--- src/rtl/cpu_pkg.sv ---
// Shared pipeline-control definitions: hazard FSM encoding, forwarding selects,
// register-number width and the register-match helper used by the forwarding logic.
package cpu_pkg;

    localparam int REG_W = 5;

    typedef enum logic [1:0] {
        RUN     = 2'b00,
        LDSTALL = 2'b01,
        MWAIT   = 2'b10
    } hz_state_e;

    typedef logic [1:0] fwd_sel_t;

    localparam fwd_sel_t FWD_REG    = 2'b00;
    localparam fwd_sel_t FWD_EXALU  = 2'b01;
    localparam fwd_sel_t FWD_MEMALU = 2'b10;
    localparam fwd_sel_t FWD_MEMLD  = 2'b11;

    // $0 is hard-wired, so a write to it can never satisfy a read.
    function automatic logic reg_match(input logic wr,
                                       input logic [REG_W-1:0] dst,
                                       input logic [REG_W-1:0] src);
        return wr && (dst != '0) && (dst == src);
    endfunction

endpackage

--- src/rtl/pipe_fwd_unit.sv ---
// Combinational forwarding comparator for one EX operand; the younger EX result
// wins over the MEM result, and an EX-stage load cannot forward yet.
module pipe_fwd_unit
    import cpu_pkg::*;
(
    input  logic [REG_W-1:0] src,
    input  logic [REG_W-1:0] ern,
    input  logic             ewreg,
    input  logic             em2reg,
    input  logic [REG_W-1:0] mrn,
    input  logic             mwreg,
    input  logic             mm2reg,
    output logic [1:0]       sel
);

    always_comb begin
        sel = FWD_REG;
        if (reg_match(ewreg, ern, src) && !em2reg) begin
            sel = FWD_EXALU;
        end else if (reg_match(mwreg, mrn, src)) begin
            sel = mm2reg ? FWD_MEMLD : FWD_MEMALU;
        end
    end

endmodule

--- src/rtl/pipe_hazard_ctrl.sv ---
// Hazard/stall controller for the 5-stage pipeline: load-use stall, memory-wait
// freeze, branch squash flag, EX forwarding selects and stall statistics.
module pipe_hazard_ctrl
    import cpu_pkg::*;
#(
    parameter int CNT_W     = 16,
    parameter int MWAIT_MAX = 64
) (
    input  logic             clock,
    input  logic             resetn,
    input  logic [REG_W-1:0] rs,
    input  logic [REG_W-1:0] rt,
    input  logic             use_rs,
    input  logic             use_rt,
    input  logic [REG_W-1:0] ern,
    input  logic             ewreg,
    input  logic             em2reg,
    input  logic [REG_W-1:0] mrn,
    input  logic             mwreg,
    input  logic             mm2reg,
    input  logic             br_taken,
    input  logic             dmem_req,
    input  logic             dmem_ready,
    input  logic             cnt_clr,
    output logic             wpc,
    output logic             wpcir,
    output logic             ewinh,
    output logic             freeze,
    output logic             dbubble,
    output logic [1:0]       fwda,
    output logic [1:0]       fwdb,
    output logic [CNT_W-1:0] stall_cnt,
    output logic             mem_err
);

    localparam int             WC_W   = $clog2(MWAIT_MAX + 1);
    localparam logic [WC_W-1:0] WC_MAX = WC_W'(MWAIT_MAX);

    hz_state_e        state_q, state_d;
    logic             dbubble_q, dbubble_d;
    logic [CNT_W-1:0] stall_cnt_q, stall_cnt_d;
    logic [WC_W-1:0]  wcnt_q, wcnt_d;
    logic             mem_err_q, mem_err_d;

    logic mw, ld_hz_raw, ld_hz, br_eff;

    pipe_fwd_unit u_fwd_a (
        .src(rs), .ern(ern), .ewreg(ewreg), .em2reg(em2reg),
        .mrn(mrn), .mwreg(mwreg), .mm2reg(mm2reg), .sel(fwda)
    );

    pipe_fwd_unit u_fwd_b (
        .src(rt), .ern(ern), .ewreg(ewreg), .em2reg(em2reg),
        .mrn(mrn), .mwreg(mwreg), .mm2reg(mm2reg), .sel(fwdb)
    );

    // A squashed instruction in ID must neither stall nor redirect.
    assign mw        = dmem_req & ~dmem_ready;
    assign ld_hz_raw = ewreg & em2reg & (ern != '0) &
                       ((use_rs & (ern == rs)) | (use_rt & (ern == rt)));
    assign ld_hz     = ld_hz_raw & ~dbubble_q;
    assign br_eff    = br_taken & ~dbubble_q;

    always_ff @(posedge clock or negedge resetn) begin
        if (!resetn) begin
            state_q     <= RUN;
            dbubble_q   <= 1'b0;
            stall_cnt_q <= '0;
            wcnt_q      <= '0;
            mem_err_q   <= 1'b0;
        end else begin
            state_q     <= state_d;
            dbubble_q   <= dbubble_d;
            stall_cnt_q <= stall_cnt_d;
            wcnt_q      <= wcnt_d;
            mem_err_q   <= mem_err_d;
        end
    end

    always_comb begin
        state_d = state_q;
        case (state_q)
            RUN:     if (mw) state_d = MWAIT;
                     else if (ld_hz) state_d = LDSTALL;
            LDSTALL: state_d = mw ? MWAIT : RUN;
            MWAIT:   if (!mw) state_d = RUN;
            default: state_d = RUN;
        endcase
    end

    always_comb begin
        wpc    = 1'b1;
        wpcir  = 1'b1;
        ewinh  = 1'b0;
        freeze = 1'b0;
        if (mw) begin
            wpc    = 1'b0;
            wpcir  = 1'b0;
            freeze = 1'b1;
        end else if (ld_hz) begin
            wpc    = 1'b0;
            wpcir  = 1'b0;
            ewinh  = 1'b1;
        end
    end

    // The wait counter covers every cycle spent waiting, including the one
    // in which the wait is first seen, so mem_err follows MWAIT_MAX wait cycles.
    always_comb begin
        dbubble_d   = wpcir ? br_eff : dbubble_q;
        stall_cnt_d = stall_cnt_q;
        if (cnt_clr) begin
            stall_cnt_d = '0;
        end else if (!wpcir && (stall_cnt_q != '1)) begin
            stall_cnt_d = stall_cnt_q + CNT_W'(1);
        end
        wcnt_d = '0;
        if (state_d == MWAIT) begin
            wcnt_d = (wcnt_q == WC_MAX) ? wcnt_q : wcnt_q + WC_W'(1);
        end
        mem_err_d = mem_err_q;
        if (cnt_clr) begin
            mem_err_d = 1'b0;
        end else if (wcnt_d == WC_MAX) begin
            mem_err_d = 1'b1;
        end
    end

    assign dbubble   = dbubble_q;
    assign stall_cnt = stall_cnt_q;
    assign mem_err   = mem_err_q;

endmodule

--- config.mk ---
export PLATFORM = sky130hd
export DESIGN_NAME = pipe_hazard_ctrl
export DESIGN_NICKNAME = d
export VERILOG_FILES = /design/src/rtl/cpu_pkg.sv /design/src/rtl/pipe_fwd_unit.sv /design/src/rtl/pipe_hazard_ctrl.sv
export SDC_FILE = /design/constraint.sdc
export NUM_CORES = 1
export LEC_CHECK = 0
export CORE_ASPECT_RATIO = 0.6
export CORE_UTILIZATION = 47
export CTS_CLUSTER_SIZE = 10
export DETAILED_ROUTE_END_ITERATION = 6
export PLACE_DENSITY = 0.81
export SLEW_MARGIN = 40
export SYNTH_ARGS = -nofsm -noshare
export SYNTH_HDL_FRONTEND = slang
export SYNTH_SLANG_ARGS = --single-unit
export TNS_END_PERCENT = 10
--- constraint.sdc ---
create_clock -name clock -period 3.8 [get_ports clock]
set_input_delay 1.14 -clock clock [delete_from_list [all_inputs] [get_ports clock]]
set_output_delay 1.14 -clock clock [all_outputs]
set_load 0.01 [all_outputs]
[After elaboration in Yosys (flattened, before gate mapping)]
Cells that the tools add are included.
Operators by class
  mux-type cells: 21
  equality and inequality tests: 10
  reduce and logical (&&, ||, !) cells: 16
  add/sub/neg operators: 2
  bitwise logic cells: 11
Operators with widths (number)
  $mux 16: 2
  $eq 5x5->1: 4
  $add 16x1->16 const B: 1
  $mux 2: 8
  $ne 16x16->1 const B: 1
  $eq 7x7->1 const B: 2
  $mux 7: 2
  $reduce_bool 5->1: 2
  $logic_and 1x1->1: 9
  $and 1x1->1: 8
  $mux 1: 8
  $add 7x1->7 const B: 1
  $pmux 2 s3: 1
  $eq 2x2->1 const B: 2
  $reduce_bool 2->1: 2
  $eq 2x1->1 const B: 1
  $logic_not 1->1: 2
  $logic_not 2->1: 1
  $not 1->1: 2
  $or 1x1->1: 1
Storage, ports and cells
  input bits: 32
  output and inout bits: 26
  bits in registers: 27
  logic and storage cells: 65

[Logic depth before layout (Yosys ltp)]
  depth after elaboration: 13
  gate-level depth with buffers: 9
  mapped depth without buffers: 7

[Hierarchy]
A second synthesis with hierarchy kept.
Second synthesis, totals
  cells, all modules: 233
  area, all modules: 1978.1 um^2
By module, submodules not included
  pipe_hazard_ctrl: instances 1, area an instance 1647.8 um^2, sequential area each 675.6 um^2, cells each 189
  pipe_fwd_unit: instances 2, area an instance 165.2 um^2, sequential area each 0.0 um^2, cells each 22

[Worst setup path before layout]
Ideal clock, no wire load.
  path type: in2out
  from: input port ern[0]
  to: output port wpcir
  arrival: 2.384 ns
  buffers on the path: 1
  setup slack: 0.276 ns
  data required time: 2.660 ns
  stages: 5
  cells stage by stage: or4_1 > o21ai_2 > o21bai_2 > and2_1 > buf_4
Between the ends
  word-level cells in the longest chain between the ends: 7
  elaborated cells on any way between the ends: 11
  those cells by class: eq/ne (2); mux (2); bitwise (6); reduce/logical (1)
RTL lines
  from (decl): line pipe_hazard_ctrl.sv:15  | input logic [REG_W-1:0] ern,
  $eq 5x5->1: line pipe_hazard_ctrl.sv:60  | ((use_rs & (ern == rs)) | (use_rt & (ern == rt)));
  $and 1x1->1: line pipe_hazard_ctrl.sv:60
  $or 1x1->1: line pipe_hazard_ctrl.sv:60
  $and 1x1->1 *: line pipe_hazard_ctrl.sv:59  | assign ld_hz_raw = ewreg & em2reg & (ern != '0) &
  $and 1x1->1 *: line pipe_hazard_ctrl.sv:61  | assign ld_hz = ld_hz_raw & ~dbubble_q;
  $mux 1 * (2 in series)
  to (decl): line pipe_hazard_ctrl.sv:26  | output logic wpcir,
Mark *: on every way between the ends. The rest lies on a longest branch, timed or not.

[Worst setup path in the final report]
  from: input port ern[0]
  to: output port ewinh
Between the ends
  word-level cells in the longest chain between the ends: 7
  elaborated cells on any way between the ends: 11
  those cells by class: eq/ne (2); mux (2); bitwise (6); reduce/logical (1)
RTL lines
  $eq 5x5->1: line pipe_hazard_ctrl.sv:60
  $and 1x1->1: line pipe_hazard_ctrl.sv:60
  $or 1x1->1: line pipe_hazard_ctrl.sv:60
  $and 1x1->1 *: line pipe_hazard_ctrl.sv:59
  $and 1x1->1 *: line pipe_hazard_ctrl.sv:61
  $mux 1 *: line pipe_hazard_ctrl.sv:100  | end else if (ld_hz) begin
  $mux 1 *: line pipe_hazard_ctrl.sv:96  | if (mw) begin
  to (decl): line pipe_hazard_ctrl.sv:27  | output logic ewinh,
Marks and branches as above.

==> run summary <==
### STA
- yes — RSZ-0062 raised after global routing
- 100.4% — period utilization
- 48.36% — Slew HR
- -0.01514 ns — setup tns final
- 0 — number of slew-limit violations in the final report
- 0.4367 ns — smallest hold slack
- 3.815 ns — time the worst path needs with I/O delays and setup
- 0.7721 ns — pin slew with the least headroom to its limit
- -0.01514 ns — worst path setup slack after routing
- 262.1 MHz — Fmax achieved
- 0 — Final Hold Viols
- 1 — # setup viols final
- 0.003069 ns — setup clock skew after layout

### Critical path
- 2.68 ns — WP data arrival
- 2.66 ns — CP Data Required Time
- dlygate4sd2_1, buf_4, a221oi_4, and3_4, o21bai_2, buf_6, nor2_1, clkdlybuf4s15_2 — CP cell instances
- output pin — crit end category
- 6 — critical path fanouts, max
- primary input — kind of launch point of the worst setup path
- 0.30 ns — Slowest Stage Delay on Critical Path
- in -> out — worst setup path class
- sky130_fd_sc_hd__a221oi_4 — slowest cell on the critical path

### Detailed routing
- 15.60 um — average detailed-routed wire length per instance
- 1844 — total vias in the final route
- 0 — DRC
- 5.554 — Via-to-Cell Ratio
- 5179 um — detailed-route wire length
- 0 — remaining number of nets flagged by the antenna check after routing
- 105 — number of DRC violations after detailed-routing iteration 0
- 4 — drt pass-1 iters

### Place
- -0.5519 ns — pre-CTS worst setup slack
- 57 — number of I/O port buffers
- 0.9921 — routability cong.
- 3884 um — Detail Placement HPWL

### Clock network
- done — TritonCTS clock tree
- 0.09 ns — clock transition at the register clock pins on the worst setup and hold paths after CTS
- 2 — maximum buffer depth of the clock tree
- 1 — Clock H-tree levels
- 3 — number of clock buffers inserted by TritonCTS
- 0.27 ns — Clk Latency, worst-skew pair
- sky130_fd_sc_hd__clkbuf_8 — clock root buffer
- 27 — Num Clock Sinks

### Synthesis
- sky130_fd_sc_hd__dfrtp_1 — largest area contributor in the synthesized netlist
- 0 — number of warnings reported in the yosys synthesis log
- 36.76% — top-area cell type share of the netlist area
- 36.76% — part of the Yosys area used for sequential elements
- 27 — flip-flop and latch count after synthesis
- 207 — Mapped Cells
- 45 — distinct cell type count after synthesis
- 1838 sq um — netlist area before placement
- 242 — Net Count, Synth
- 8.879 sq um — syn_area_per_cell
- 0 — number of enable flip-flop cells after synthesis
- 100.0% — proportion of synthesized flip-flops having asynchronous set or reset
- sky130_fd_sc_hd__dfrtp_1 — ys flop type
- sky130_fd_sc_hd__dfrtp_1 (37%), sky130_fd_sc_hd__xnor2_1 (7.6%), sky130_fd_sc_hd__a21oi_1 (4.1%) — top area cells in the synthesized netlist

### Power
- 166.6 uV — Peak supply drop
- 221.4 nW/um^2 — power density relative to cell area
- 0.001139 uW — total leakage power

### Job
- 0 — max-capacitance violation count

### Floorplanning
- 50.44 um — overall die height
- 49.66% — starting density of the core
- 4173 sq um — Die Area
- 17 — placement row count
- 58 — count of pins on the block boundary
- 3701 sq um — Core Box Area
- 82.73 um — x dimension of the die

### Finish
- sky130_fd_sc_hd__clkdlybuf4s50_1 (30), sky130_fd_sc_hd__dfrtp_1 (27), sky130_fd_sc_hd__buf_4 (22) — most frequent cells in the layout
- 321 — Final Net Count
- sky130_fd_sc_hd__clkdlybuf4s50_1 — most common library cell in the layout ignoring fill and taps
- 675.6 sq um — footprint of the flip-flops and latches
- 1139 sq um — area occupied by multi-input gates
- 18.60% — share of final-layout standard cells stronger than drive strength 1
- 0 — Antenna diodes
- 44.52% — Syn-to-layout area delta
- 293 — fillers

### Global routing
- 1727 — via count of the first global-routing pass
- 0 — global route total overflow
- 0 — antenna violations before repair
- 28 — pin count of the biggest net entering global routing
- 8438 um — wire length of the first global-routing pass
- 27.23% — overall routing resource usage

### Status
- setup timing — violations in the final reports
- finished with violations — status

### Worst hold path
- reg -> reg — Hold Path Class

==> stage by stage <==
step / cells / power (uW) / cell area (sq um) / utilization (%)
after global routing: 332 / 617.3 / 2656 / 71.77
after global placement: 324 / 426.1 / 2569 / 69.41
final: 332 / 588.2 / 2656 / 71.77
after floorplan: 207 / 352.1 / 1838 / -
after detailed placement: 324 / 428.3 / 2569 / 69.41
after CTS: 330 / 586.5 / 2614 / 70.62
==> sequential cells by signal, indices dropped and copies added, names as in the netlist <==
| register | flops |
|---|---|
| stall_cnt | 16 |
| state_q | 2 |
| wcnt_q | 7 |
| dbubble | 1 |
| mem_err | 1 |
==> cell usage after synthesis, types with 5 or more instances <==
cell type                 number
sky130_fd_sc_hd__xnor2_1      16
sky130_fd_sc_hd__or3_1        10
sky130_fd_sc_hd__a21oi_1      15
sky130_fd_sc_hd__nor4_1        5
sky130_fd_sc_hd__dfrtp_1      27
sky130_fd_sc_hd__o21ai_1      11
sky130_fd_sc_hd__nand3_1      12
sky130_fd_sc_hd__xor2_1        8
sky130_fd_sc_hd__inv_1         7
sky130_fd_sc_hd__nor2_1       17
sky130_fd_sc_hd__nand2_1      15
==> power breakdown <==
group	switching, uW	leakage, uW	internal, uW
Sequential	3.83	0.000373	291
Clock	86.9	0.0000228	75.2
Combinational	65.0	0.000743	66.6
Total	156	0.00114	432
==> layout make-up <==
type	instances	share of cell area [%]
Sequential cell	27	25.44
Inverter	10	1.413
Timing Repair Buffer	80	26.38
Tap cell	47	2.214
Multi-Input combinational cell	164	42.86
Clock buffer	4	1.696
==> critical path, delay by kind of cell <==
| family | cells | cell delay, ns |
|---|---|---|
| simple gates | 2 | 0.33 |
| buf+inv | 4 | 0.81 |
| compound gates | 2 | 0.39 |
==> what timing repair did <==
action	CTS	global route
cloned	0	0
hold buffers	0	0
resized for setup	46	10
endpoints found under the setup margin	7	5
setup buffers	2	1
pin swaps	7	5
==> per-layer routing <==
layer / track usage [%] / share of wire (%)
met4: 4.310 / 0.60
met5: 0 / 0
met1: 41.68 / 49
met3: 6.182 / 7.1
met2: 39.34 / 44
==> logic make-up after synthesis <==
kind of cell | synth area share (%)
AOI/OAI and AO/OA | 15.86
xor gates and xnor gates | 11.44
adders and majority gates | 2.042
buffers and inverters | 4.289
DFF | 36.76
muxes | 1.770
and+or+nand+nor | 27.84
==> path summary, 6_finish.rpt <==
check | start | slack [ns] | cells after the start | to
min in group asynchronous | resetn | 1.23 | 2 | state_q[0]
max in group asynchronous | resetn | 2.31 | 2 | stall_cnt[8]
max | ern[0] | -0.02 | 8 | ewinh
min reg2reg | state_q[0] | 0.44 | 1 | state_q[0]
max reg2reg | stall_cnt[10] | 1.56 | 7 | stall_cnt[6]
min | state_q[0] | 0.44 | 1 | state_q[0]
Note: power is estimated with default switching activity, not from simulation.
